`src/rtl/vote_pkg.sv`:
```
// vote_pkg: shared state encoding, winner codes and default count width for the vote announcer.
package vote_pkg;
   localparam int VOTE_COUNT_W = 6;
   typedef enum logic [1:0] {ST_IDLE, ST_CMP, ST_SEND, ST_DONE} state_t;
   localparam logic [1:0] WIN_NONE = 2'd0;
   localparam logic [1:0] WIN_C1   = 2'd1;
   localparam logic [1:0] WIN_C2   = 2'd2;
   localparam logic [1:0] WIN_C3   = 2'd3;
endpackage

```
`src/rtl/vote_compare3.sv`:
```
// vote_compare3: combinational three-way winner/tie decision on unsigned counts.
module vote_compare3 import vote_pkg::*; #(
   parameter int COUNT_W = VOTE_COUNT_W
) (
   input  logic [COUNT_W-1:0] i_a,
   input  logic [COUNT_W-1:0] i_b,
   input  logic [COUNT_W-1:0] i_c,
   output logic [1:0]         o_winner,
   output logic               o_tie
);
   logic [COUNT_W-1:0] w_max_ab, w_max;
   logic               w_ea, w_eb, w_ec, w_zero, w_one;
   always_comb begin
      w_max_ab = (i_a >= i_b) ? i_a : i_b;
      w_max    = (w_max_ab >= i_c) ? w_max_ab : i_c;
      w_ea     = (i_a == w_max);
      w_eb     = (i_b == w_max);
      w_ec     = (i_c == w_max);
      w_zero   = (w_max == '0);
      w_one    = (w_ea ^ w_eb ^ w_ec) & ~(w_ea & w_eb & w_ec);
      o_winner = (w_zero || !w_one) ? WIN_NONE : w_ea ? WIN_C1 : w_eb ? WIN_C2 : WIN_C3;
      o_tie    = ~w_zero & ~w_one;
   end
endmodule

```
`src/rtl/vote_result_announcer.sv`:
```
// vote_result_announcer: snapshots tallies on a rising voting_over edge, decides the winner,
// then streams the three final counts over a valid/ready display channel.
module vote_result_announcer import vote_pkg::*; #(
   parameter int COUNT_W   = VOTE_COUNT_W,
   parameter int NUM_BEATS = 3
) (
   input  logic               clk,
   input  logic               rst,
   input  logic               i_voting_over,
   input  logic [COUNT_W-1:0] i_count1,
   input  logic [COUNT_W-1:0] i_count2,
   input  logic [COUNT_W-1:0] i_count3,
   input  logic               i_disp_ready,
   output logic               o_result_valid,
   output logic [1:0]         o_winner,
   output logic               o_tie,
   output logic               o_disp_valid,
   output logic [1:0]         o_disp_id,
   output logic [COUNT_W-1:0] o_disp_count,
   output logic               o_done
);
   state_t             r_state, w_next;
   logic               r_vo_prev, r_result_valid, r_tie;
   logic [1:0]         r_winner, r_beat, w_cmp_winner;
   logic [COUNT_W-1:0] r_cnt1, r_cnt2, r_cnt3;
   logic               w_start, w_xfer, w_cmp_tie;
   vote_compare3 #(.COUNT_W(COUNT_W)) u_cmp (
      .i_a(r_cnt1), .i_b(r_cnt2), .i_c(r_cnt3),
      .o_winner(w_cmp_winner), .o_tie(w_cmp_tie)
   );
   always_comb begin
      w_start        = i_voting_over & ~r_vo_prev;
      w_xfer         = (r_state == ST_SEND) & i_disp_ready;
      w_next         = r_state == ST_IDLE ? (w_start ? ST_CMP : ST_IDLE)
                     : r_state == ST_CMP  ? ST_SEND
                     : r_state == ST_SEND ? ((w_xfer && r_beat == 2'(NUM_BEATS)) ? ST_DONE : ST_SEND)
                     : ST_DONE;
      o_disp_valid   = (r_state == ST_SEND);
      o_disp_id      = o_disp_valid ? r_beat : 2'd0;
      o_disp_count   = !o_disp_valid ? '0 : r_beat == 2'd1 ? r_cnt1 : r_beat == 2'd2 ? r_cnt2 : r_cnt3;
      o_done         = (r_state == ST_DONE);
      o_result_valid = r_result_valid;
      o_winner       = r_winner;
      o_tie          = r_tie;
   end
   // vo_prev resets high so a level already asserted through reset cannot start a run
   always_ff @(posedge clk) begin
      if (rst) begin
         r_state        <= ST_IDLE;
         r_vo_prev      <= 1'b1;
         r_cnt1         <= '0;
         r_cnt2         <= '0;
         r_cnt3         <= '0;
         r_result_valid <= 1'b0;
         r_winner       <= WIN_NONE;
         r_tie          <= 1'b0;
         r_beat         <= 2'd0;
      end else begin
         r_state   <= w_next;
         r_vo_prev <= i_voting_over;
         if (r_state == ST_IDLE && w_start) begin
            r_cnt1 <= i_count1;
            r_cnt2 <= i_count2;
            r_cnt3 <= i_count3;
         end
         if (r_state == ST_CMP) begin
            r_result_valid <= 1'b1;
            r_winner       <= w_cmp_winner;
            r_tie          <= w_cmp_tie;
            r_beat         <= 2'd1;
         end
         if (w_xfer) r_beat <= r_beat + 2'd1;
      end
   end
endmodule

```
`config.mk`:
```
export PLATFORM = sky130hd
export DESIGN_NAME = vote_result_announcer
export DESIGN_NICKNAME = d
export VERILOG_FILES = /design/src/rtl/vote_pkg.sv /design/src/rtl/vote_compare3.sv /design/src/rtl/vote_result_announcer.sv
export SDC_FILE = /design/constraint.sdc
export NUM_CORES = 1
export LEC_CHECK = 0
export CAP_MARGIN = 10
export CORE_UTILIZATION = 57
export CTS_CLUSTER_SIZE = 10
export DETAILED_ROUTE_END_ITERATION = 10
export PLACE_DENSITY = 0.85
export SLEW_MARGIN = 20
export SYNTH_ARGS = -nofsm -noshare
export SYNTH_HDL_FRONTEND = slang
export SYNTH_SLANG_ARGS = --single-unit
```
`constraint.sdc`:
```
create_clock -name clk -period 9.65 [get_ports clk]
set_input_delay 1.93 -clock clk [delete_from_list [all_inputs] [get_ports clk]]
set_output_delay 1.93 -clock clk [all_outputs]
set_load 0.005 [all_outputs]
```
* Word-level counts from Yosys, hierarchy flattened
Index checks and enable logic that the tools add are counted.
Cells by class: order comparisons 2, divide/modulo/power cells 0, reductions and logical operators 7, add/sub/neg operators 1, shift operators 0, mux-type cells 16, multipliers 0, equality and inequality tests 9, bitwise logic cells 12
Operators with widths (count):
- 2-to-1 mux 6 bit | 5
- == test 6 bit | 3
- greater-or-equal comparator 6 bit | 2
- 2-to-1 mux 2 bit | 6
- == test 2 bit, second input constant | 4
- bitwise AND 1 bit | 6
- zero test 6 bit | 1
- 2-to-1 mux 1 bit | 5
- == test 2 x 1 -> 1 bit, second input constant | 2
- inverter 1 bit | 4
- adder 2 x 1 -> 2 bit, second input constant | 1
- logical AND 1 bit | 2
- zero test 2 bit | 1
- nonzero test 2 bit | 1
- XOR 1 bit | 2
- zero test 1 bit | 1
- logical OR 1 bit | 1
Storage, ports and cells: memories 0, latch bits 0, word-level logic and storage cells 56, RAM bits 0, output and inout port bits 14, bits in registers 27, ROM bits 0

* Logic depth before layout (Yosys ltp)
depth after elaboration 12, depth in mapped cells 21

* By module
From an unflattened synthesis, not the netlist that was laid out.
Unflattened totals: cells, all modules 290, area, all modules 2348.5 um^2
Modules (own cells, without submodules):
- vote_result_announcer | area each 1246.2 um^2, cells each 145, times used 1
- vote_compare3 | area each 1102.3 um^2, cells each 145, times used 1

* Worst setup path after synthesis
OpenSTA, ideal clock, no wires.
path type reg-to-reg, from reg r_cnt2[5], to reg r_tie, in the netlist o_tie, clock period less this slack 4.160 ns, setup time 0.117 ns, data required time 9.533 ns, arrival time 4.043 ns, path buffers 2, cell stages (with the launch flop) 21, path slack 5.490 ns, cells stage by stage dfxtp_1 inv_1 ha_1 buf_6 nand4_1 o221ai_1 mux2i_1 inv_1 ha_1 a21o_1 a31oi_1 o21ai_1 clkbuf_1 nand3_1 o21ai_0 xnor2_1 nor4b_2 ha_1 nor2_1 mux2i_1 a22o_1
Between the ends: longest elaborated chain between the ends 11, elaborated cells on any way between the ends 17
RTL lines:
- start: declaration | RTL line vote_result_announcer.sv:25 | logic [COUNT_W-1:0] r_cnt1, r_cnt2, r_cnt3;
- start signal: assignment | RTL line vote_result_announcer.sv:63 | r_cnt2 <= i_count2;
- greater-or-equal comparator 6 bit | RTL line vote_compare3.sv:14 | w_max_ab = (i_a >= i_b) ? i_a : i_b;
- 2-to-1 mux 6 bit | RTL line vote_compare3.sv:14
- greater-or-equal comparator 6 bit | RTL line vote_compare3.sv:15 | w_max = (w_max_ab >= i_c) ? w_max_ab : i_c;
- 2-to-1 mux 6 bit | RTL line vote_compare3.sv:15
- == test 6 bit, on equally long branches | RTL line vote_compare3.sv:16, vote_compare3.sv:17
- bitwise AND 1 bit (2 in series) | RTL line vote_compare3.sv:20 | w_one = (w_ea ^ w_eb ^ w_ec) & ~(w_ea & w_eb & w_ec);
- inverter 1 bit | RTL line vote_compare3.sv:20
- bitwise AND 1 bit | RTL line vote_compare3.sv:20
- inverter 1 bit | RTL line vote_compare3.sv:22 | o_tie = ~w_zero & ~w_one;
- bitwise AND 1 bit (*) | RTL line vote_compare3.sv:22
- end signal: assignment | RTL line vote_result_announcer.sv:69 | r_tie <= w_cmp_tie;
- end: declaration | RTL line vote_result_announcer.sv:23 | logic r_vo_prev, r_result_valid, r_tie;
Mark *: on every way between the ends. The rest lies on a longest branch, timed or not. A chain may end at the register's enable or synchronous reset.

* Worst setup path after layout
from reg r_cnt2[5], to reg r_winner[0], in the netlist o_winner[0]
Between the ends: longest elaborated chain between the ends 12, elaborated cells on any way between the ends 19
RTL lines:
- greater-or-equal comparator 6 bit | RTL line vote_compare3.sv:14
- 2-to-1 mux 6 bit | RTL line vote_compare3.sv:14
- greater-or-equal comparator 6 bit | RTL line vote_compare3.sv:15
- 2-to-1 mux 6 bit | RTL line vote_compare3.sv:15
- == test 6 bit, on equally long branches | RTL line vote_compare3.sv:16, vote_compare3.sv:17
- bitwise AND 1 bit (2 in series) | RTL line vote_compare3.sv:20
- inverter 1 bit | RTL line vote_compare3.sv:20
- bitwise AND 1 bit | RTL line vote_compare3.sv:20
- zero test 1 bit | RTL line vote_compare3.sv:21 | o_winner = (w_zero || !w_one) ? WIN_NONE : w_ea ? WIN_C1 : w_eb ? WIN_C2 : WIN_C3;
- logical OR 1 bit | RTL line vote_compare3.sv:21
- 2-to-1 mux 2 bit (*) | RTL line vote_compare3.sv:21
- end signal: assignment | RTL line vote_result_announcer.sv:68 | r_winner <= w_cmp_winner;
- end: declaration | RTL line vote_result_announcer.sv:24 | logic [1:0] r_winner, r_beat, w_cmp_winner;
Marks and branches as above.

==> reports/metrics.yaml <==
run_status:
  status: "finished clean"
place:
  dpl.cell_count: 352
  routabilityCongestion: 0.944
  port_buffers: 35
  pre_cts_slack_ps: 4760
  place_hpwl_mm: 4.04
power_and_ir_drop:
  p_per_area_nw_per_um2: 123
  peakVddDrop_mv: 0.0858
  p_leak_nw: 0.963
global_route:
  busiest_layer: "met2"
  grt_usage_pct: 27.8
  antenna_found_initial: 0
  use_met2_pct: 48.0
  grt_pass1_vias: 1922
  grt_use_met3_pct: 3.28
  met1_usage_pct: 37.0
  globalRouteOverflowTotal: 0
  grt_max_degree: 28
  grt_pass1_wl_mm: 8.81
sta:
  min_period_over_period_pct: 51.9
  rsz0062_at_grt: "no"
  fmax_mhz: 200
  hold_violations: 0
  fin_crit_ps: 5010
  setup_ws_ps: 4640
  drv_slew: 0
  setup-violations-final: 0
  fin_worst_skew_ps: 1.70
  timing_worst_slew_pin_value_ps: 957
  relSlewSlack_pct: 36.0
  fin_tns_setup_ps: 0
routing:
  first_pass_iters: 6
  num_vias: 2089
  wl_per_cell_um: 15.0
  drtIter0Drc: 166
  wl_mm: 5.33
  vias_per_cell: 5.87
  ant_nets: 0
  drc_errors: 0
synth:
  synth_top_area_share_pct: 25.7
  synth_edf_count: 0
  synth_area_leaders: "dfxtp_1, ha_1, nand2_1"
  synthesis.nets: 319
  synthesis.area_um2: 2100
  synth-main-ff-cell: "dfxtp_1"
  yosysWarningCount: 0
  syn_inst: 280
  synthDistinctLibCells: 52
  synth-async-reset-ratio_pct: 0
  synth_top_area_cell: "dfxtp_1"
  ys_ff_latch: 27
  syn_avg_cell_area_um2: 7.50
  yosysSeqAreaShare_pct: 25.7
flow_run:
  drv_cap: 0
cts:
  cts.clk_slew.worst_paths_ps: 90
  ctsHoldBuffers: 0
  clock_sinks: 27
  cts_root_buffer: "clkbuf_8"
  cts_tree: "built"
  h-tree-depth: 1
  clk_path_buf_depth: 2
  cts_buffers: 3
  postCtsSetupBuffers: 0
  worstSkewPairLatency_ps: 260
  cts_resized: 0
hold_path:
  hp-class: "reg2reg"
floorplan:
  die_area_um2: 3930
  die_w_um: 62.7
  io_pins: 36
  dieHeight_um: 62.7
  start_util_pct: 61.0
  core_area_um2: 3440
  rows: 21
setup_path:
  cp.arrival_ps: 5190
  end_kind: "register"
  crit_type: "reg2reg"
  cp_max_fo: 11
  critPathRequiredTime_ps: 9830
  cp-start-kind: "register"
finish:
  n_fill_cell: 267
  nets: 350
  multi_input_area_um2: 1450
  drive_above_1_share_pct: 5.48
  final_common_cell: "nand2_1"
  syn2layout_area_growth_pct: 20.1
  mostFrequentLayoutCells: "nand2_1, clkdlybuf4s50_1, a21oi_1, nor2_1, dfxtp_1"
  seq_area_um2: 541
  antenna_cells: 0
  fin_cells: 356
## cell type report
cell class	count	share of cell area, %
Multi-Input combinational cell	224	57.5
Inverter	19	2.83
Timing Repair Buffer	36	14.2
Sequential cell	27	21.4
Clock buffer	4	1.79
Tap cell	46	2.28
## critical path, cell delays in order, from the launching register on
cell      delay (ps)
dfxtp_1          410
inv_1             70
ha_1             470
nand4_1          220
o221ai_1         440
mux2i_1          420
inv_1             80
ha_1             190
a21o_1           150
a31oi_1          270
o21ai_1          300
o21ai_0          600
xnor2_1          180
nor4b_2          370
ha_1             310
nor2_1           110
mux2i_1          130
o31ai_1          230
## metal layers
metal,up-vias,wire [um]
met3,8,334
li1,1062,-
met1,942,2520
met2,77,2410
met5,-,0
met4,0,66
## metrics by stage
step                      util [%]  hold slack (ps)  instance area (um^2)  power, mW
after floorplan                  -              449                  2100      0.217
after global placement        71.9              443                  2480      0.244
after detailed placement      71.9              450                  2480      0.248
after CTS                     73.2              469                  2520      0.310
after global routing          73.2              482                  2520      0.332
final                         73.2              463                  2520      0.311
## power breakdown
group	internal, mW	total, mW	switching, mW
clock	0.0295	0.0617	0.0322
combinational	0.0558	0.127	0.0712
sequential	0.116	0.122	0.00620
## cell families (layout without fill, tap and decap cells)
logic type	count (synthesis)	count (layout)	synth area share (%)
AND/OR/NAND/NOR	106	106	23.4
AO/OA/AOI/OAI	80	80	25.9
buffers and inverters	29	59	5.54
flip-flops	27	27	25.7
adder cells (fa/ha/maj)	17	17	10.1
XOR/XNOR	13	13	5.42
multiplexers	8	8	3.81
## synth_stat cells (all sizes together), types with 4 or more instances
cell type,count
mux2i,8
ha,17
nand3,12
nor3,4
xnor2,10
nand2,45
clkbuf,9
dfxtp,27
inv,19
a21oi,35
a211oi,4
nor2,27
o21ai,6
o31ai,5
a21o,5
## sequential cells by signal (all words and copies together), names as in the netlist
signal,flops
o_result_valid,1
o_tie,1
o_winner,2
r_beat,2
r_cnt1,6
r_cnt2,6
r_cnt3,6
r_state,2
r_vo_prev,1
## final timing paths
| check | from | end | slack, ps | depth (start not counted) |
|---|---|---|---|---|
| setup / recovery | r_cnt2[5] | o_winner[0] | 4640 | 17 |
| hold / removal | o_winner[1] | o_winner[1] | 460 | 2 |
| setup reg to reg | r_cnt2[5] | o_winner[0] | 4640 | 17 |
| hold reg to reg | o_winner[1] | o_winner[1] | 460 | 2 |
Note: power is estimated with default switching activity, not from simulation.
